--- config.mk ---
export PLATFORM = sky130hd
export DESIGN_NAME = zoom_frame_seq
export DESIGN_NICKNAME = d
export VERILOG_FILES = /design/src/rtl/zoom_frame_seq.sv
export SDC_FILE = /design/constraint.sdc
export NUM_CORES = 1
export LEC_CHECK = 0
export BUFFER_PORTS_ARGS = -buffer_cell sky130_fd_sc_hd__buf_4
export CAP_MARGIN = 20
export CORE_MARGIN = 1.5
export CORE_UTILIZATION = 50
export DETAILED_ROUTE_END_ITERATION = 10
export PLACE_DENSITY = 0.73
export SYNTH_ARGS = -nofsm -noshare
export SYNTH_HDL_FRONTEND = slang
export SYNTH_SLANG_ARGS = --single-unit
export TNS_END_PERCENT = 1
--- constraint.sdc ---
create_clock -name clk -period 5.4 [get_ports clk]
set_input_delay 0.27 -clock clk [delete_from_list [all_inputs] [get_ports clk]]
set_output_delay 0.27 -clock clk [all_outputs]
set_load 0.005 [all_outputs]
--- src/rtl/zoom_frame_seq.sv ---
// Frame sequencer for the bilinear zoom path: admits one H_ACT x V_ACT frame per
// vertical sync, clears the 2x2 window generator between frames and drains it afterwards.
module zoom_frame_seq #(
    parameter int H_ACT     = 1280,
    parameter int V_ACT     = 720,
    parameter int CLR_CYC   = 2,
    parameter int DRAIN_CYC = 3
) (
    input  logic        clk,
    input  logic        rst,
    input  logic        zoom_en,
    input  logic        vs_in,
    input  logic        src_vld,
    input  logic [15:0] src_data,
    output logic        src_rdy,
    output logic        mtx_clr,
    output logic        mtx_vld,
    output logic [15:0] mtx_din,
    output logic        busy,
    output logic        frame_done,
    output logic        err_short,
    output logic [10:0] col_cnt,
    output logic [9:0]  row_cnt,
    output logic [7:0]  frame_cnt
);

    typedef enum logic [2:0] {S_IDLE, S_CLEAR, S_ACTIVE, S_DRAIN, S_DONE} state_t;

    state_t     state;
    logic       vs_d;
    logic       pending;
    logic [7:0] dly_cnt;

    logic vs_edge;
    logic xfer;
    logic last_px;
    logic start_req;

    assign vs_edge   = vs_in & ~vs_d;
    assign xfer      = src_vld & src_rdy;
    assign last_px   = (col_cnt == 11'(H_ACT - 1)) && (row_cnt == 10'(V_ACT - 1));
    assign start_req = (vs_edge | pending) & zoom_en;

    // Every output is registered, so each branch assigns the values of the state being entered.
    always_ff @(posedge clk) begin
        if (rst) begin
            state      <= S_IDLE;
            vs_d       <= 1'b1;
            pending    <= 1'b0;
            dly_cnt    <= '0;
            mtx_clr    <= 1'b1;
            src_rdy    <= 1'b0;
            mtx_vld    <= 1'b0;
            mtx_din    <= '0;
            busy       <= 1'b0;
            frame_done <= 1'b0;
            err_short  <= 1'b0;
            col_cnt    <= '0;
            row_cnt    <= '0;
            frame_cnt  <= '0;
        end else begin
            vs_d       <= vs_in;
            mtx_vld    <= 1'b0;
            frame_done <= 1'b0;
            err_short  <= 1'b0;

            case (state)
                S_IDLE: begin
                    if (start_req) begin
                        state   <= S_CLEAR;
                        pending <= 1'b0;
                        busy    <= 1'b1;
                        dly_cnt <= 8'(CLR_CYC - 1);
                        col_cnt <= '0;
                        row_cnt <= '0;
                    end
                end

                S_CLEAR: begin
                    if (vs_edge) begin
                        dly_cnt <= 8'(CLR_CYC - 1);
                    end else if (dly_cnt == '0) begin
                        state   <= S_ACTIVE;
                        mtx_clr <= 1'b0;
                        src_rdy <= 1'b1;
                    end else begin
                        dly_cnt <= dly_cnt - 8'd1;
                    end
                end

                S_ACTIVE: begin
                    if (xfer && last_px) begin
                        // A sync edge on the last pixel still completes the frame; it is queued.
                        state   <= S_DRAIN;
                        src_rdy <= 1'b0;
                        mtx_vld <= 1'b1;
                        mtx_din <= src_data;
                        dly_cnt <= 8'(DRAIN_CYC - 1);
                        col_cnt <= '0;
                        row_cnt <= '0;
                        if (vs_edge)
                            pending <= 1'b1;
                    end else if (vs_edge) begin
                        state     <= S_CLEAR;
                        err_short <= 1'b1;
                        mtx_clr   <= 1'b1;
                        src_rdy   <= 1'b0;
                        dly_cnt   <= 8'(CLR_CYC - 1);
                        col_cnt   <= '0;
                        row_cnt   <= '0;
                    end else if (xfer) begin
                        mtx_vld <= 1'b1;
                        mtx_din <= src_data;
                        if (col_cnt == 11'(H_ACT - 1)) begin
                            col_cnt <= '0;
                            row_cnt <= row_cnt + 10'd1;
                        end else begin
                            col_cnt <= col_cnt + 11'd1;
                        end
                    end
                end

                S_DRAIN: begin
                    if (vs_edge)
                        pending <= 1'b1;
                    if (dly_cnt == '0) begin
                        state      <= S_DONE;
                        busy       <= 1'b0;
                        frame_done <= 1'b1;
                        frame_cnt  <= frame_cnt + 8'd1;
                    end else begin
                        dly_cnt <= dly_cnt - 8'd1;
                    end
                end

                S_DONE: begin
                    mtx_clr <= 1'b1;
                    if (start_req) begin
                        state   <= S_CLEAR;
                        pending <= 1'b0;
                        busy    <= 1'b1;
                        dly_cnt <= 8'(CLR_CYC - 1);
                        col_cnt <= '0;
                        row_cnt <= '0;
                    end else begin
                        state <= S_IDLE;
                    end
                end

                default: begin
                    state   <= S_IDLE;
                    mtx_clr <= 1'b1;
                    src_rdy <= 1'b0;
                    busy    <= 1'b0;
                end
            endcase
        end
    end

endmodule

==> results.sh <==
export IMPL_status="finished clean"
export IMPL_power_leakage_nw=1.590
export IMPL_synth_area_mm2=0.003222
export IMPL_synth_cells=374
export IMPL_dp_slack_ns=2.677
export IMPL_critPathCaptureType="flop"
export IMPL_period_share_pct=51.03
export IMPL_syn_avg_cell_area_um2=8.615
export IMPL_clock_sinks=64
export IMPL_layout_common_cells="buf_4, dfxtp_1, nor2_1"
export IMPL_fillers=569
export IMPL_num_io_pins=72
export IMPL_syn_nets=400
export IMPL_yosys_area_top_type="dfxtp_1"
export IMPL_synth_edff_count=0
export IMPL_die_h_um=83.27
export IMPL_yosys_area_top_type_share_pct=39.77
export IMPL_worst_r2r_startpoint="row_cnt[0]"
export IMPL_hold_path_class="input port to flop"
export IMPL_nets=465
export IMPL_clockBufferDepth=2
export IMPL_max_cap_violations=0
export IMPL_antenna_cells=0
export IMPL_required_ns=5.60
export IMPL_postRouteAntennaNets=0
export IMPL_r2r_setup_slack_ns=2.64
export IMPL_fmax_mhz=362.9
export IMPL_core_mm2=0.006277
export IMPL_gp_congestion=0.8449
export IMPL_use_met3_pct=6.262
export IMPL_min_to="vs_d"
export IMPL_htree_levels=3
export IMPL_relSlewSlack_pct=46.48
export IMPL_cts_root_buf="clkbuf_8"
export IMPL_maxSlewViolCount=0
export IMPL_insertion_delay_ns=0.34
export IMPL_ys_seq_elements=64
export IMPL_critical_path_class="flop to flop"
export IMPL_layout_drive_gt1_share_pct=22.07
export IMPL_initial_core_util_pct=51.33
export IMPL_crit_fanout=11
export IMPL_drc_errors=0
export IMPL_crit_path_start_kind="flop"
export IMPL_ys_async_sr_fraction_pct=0
export IMPL_dp_hpwl_um=4762
export IMPL_min_from="vs_in"
export IMPL_synth_area_leaders="dfxtp_1, nand2b_1, xor2_1, mux2i_1, nor2_1"
export IMPL_ctsHoldBuffers=0
export IMPL_cts_buffers=9
export IMPL_rr_endpoint="row_cnt[1]"
export IMPL_viasPerCell=5.432
export IMPL_rsz0062_at_grt="false"
export IMPL_finalSetupTns_ns=0
export IMPL_grt_use_total_pct=20.32
export IMPL_post_route_min_period_ns=2.756
export IMPL_layout_setup_ws_ns=2.644
export IMPL_grt_util_met1_pct=27.57
export IMPL_drtIter0Drc=231
export IMPL_grt_pass1_wl_um=11630
export IMPL_grt_max_degree=63
export IMPL_firstDrtPassIters=4
export IMPL_powerDensity_mw_per_mm2=353.6
export IMPL_die_x_um=83.27
export IMPL_rr_worst_depth=6
export IMPL_portBuffers=71
export IMPL_post_cts_buffers=0
export IMPL_grt_use_met2_pct=30.23
export IMPL_overflow=0
export IMPL_setup_viol=0
export IMPL_final_common_cell="buf_4"
export IMPL_ys_warn_count=0
export IMPL_hold_viol_final=0
export IMPL_worstPathArrival_ns=2.95
export IMPL_vias=2830
export IMPL_wl_per_cell_um=13.31
export IMPL_synth_seq_area_share_pct=39.77
export IMPL_clock_skew_ns=0.009835
export IMPL_antenna_found_initial=0
export IMPL_busiest_layer="met2"
export IMPL_hold_depth=2
export IMPL_synth_distinct_cells=53
export IMPL_grt_pass1_vias=2563
export IMPL_area_growth_pct=23.61
export IMPL_clkTransAtPathRegs_ns=0.08
export IMPL_worstMarginPinSlew_ns=0.8011
export IMPL_postCtsResizedCells=0
export IMPL_synthFlopType="dfxtp_1"
export IMPL_ir_drop_v=0.0002229
export IMPL_cts_tree="built"
export IMPL_rows=29
export IMPL_die_area_mm2=0.006934
export IMPL_route_final_wire_length_um=6935
==> worst max-delay path by stage <==
stage | to | cells after the start | startpoint
2_1_floorplan | mtx_din[0] | 8 | row_cnt[0]
3_3_place_gp | row_cnt[3] | 6 | col_cnt[0]
3_5_place_dp | row_cnt[1] | 6 | row_cnt[0]
4_1_cts | row_cnt[1] | 7 | col_cnt[0]
5_1_grt | row_cnt[1] | 7 | col_cnt[0]
6_report | row_cnt[1] | 6 | row_cnt[0]
==> kinds of logic after synthesis <==
group,count (synthesis),synth area share (%)
simple gates,174,29.55
fa+ha+maj,5,1.942
buf+inv,26,3.534
mux,18,5.592
xor+xnor,25,6.796
flops,64,39.77
compound gates,62,12.82
==> cell type report <==
class,instances,area [um^2],area share [%]
Inverter,6,22.52,0.5655
Sequential cell,64,1281,32.17
Clock buffer,9,123.9,3.110
Clock inverter,7,71.32,1.791
Tap cell,77,96.34,2.419
Timing Repair Buffer,74,555.5,13.95
Multi-Input combinational cell,284,1832,45.99
==> routing by layer <==
metal / wire length, um / part of all wire, %
met4: 89 / 1.3
met2: 2987 / 43
met1: 3371 / 49
met3: 486 / 7.0
met5: 0 / 0
==> registers in the layout, indices dropped and copies added (netlist names) <==
signal / cells
row_cnt: 10
state: 3
frame_cnt: 8
col_cnt: 11
mtx_clr: 1
frame_done: 1
vs_d: 1
mtx_vld: 1
err_short: 1
pending: 1
dly_cnt: 8
src_rdy: 1
mtx_din: 16
busy: 1
==> worst max-delay path: stages, from the launching register on <==
cell and delay, ns:
dfxtp_1 0.47, ha_1 0.27, or4bb_1 0.52, nor3_2 0.38, a211oi_1 0.18, o21bai_1 0.66
nor2_1 0.13
==> through the flow <==
step	power [W]	hold slack (ns)	std cells	instance area (um^2)	util (%)
after detailed placement	0.001006	0.4511	505	3787	60.33
after CTS	0.001416	0.1353	521	3983	63.44
after global placement	0.001004	0.4479	504	3780	60.22
after global routing	0.001503	0.1386	521	3983	63.44
final	0.001408	0.1484	521	3983	63.44
after floorplan	0.0008867	0.3766	374	3222	-
==> cell usage after synthesis, drive strengths merged (2+ instances only) <==
master,n
a21o,4
a221oi,2
xnor2,2
and2,4
nand2,20
nor4,4
nand4,9
nand2b,38
inv,6
o211a,2
clkbuf,14
buf,6
a22oi,2
nor2,43
o211ai,7
nand4b,2
o21ai,15
o31ai,3
or3,3
ha,5
a21oi,14
mux2i,18
or2,2
nor2b,5
nor3b,4
nand3,18
and3,5
a211oi,3
o32ai,2
xor2,23
nand3b,3
nor3,10
dfxtp,64
==> power by group <==
group	internal [W]	switching [W]	total, W
clock	0.000213	0.000193	0.000406
combinational	0.000174	0.000272	0.000445
sequential	0.000505	0.0000522	0.000557
No activity file was read; power rests on OpenSTA's default activity.
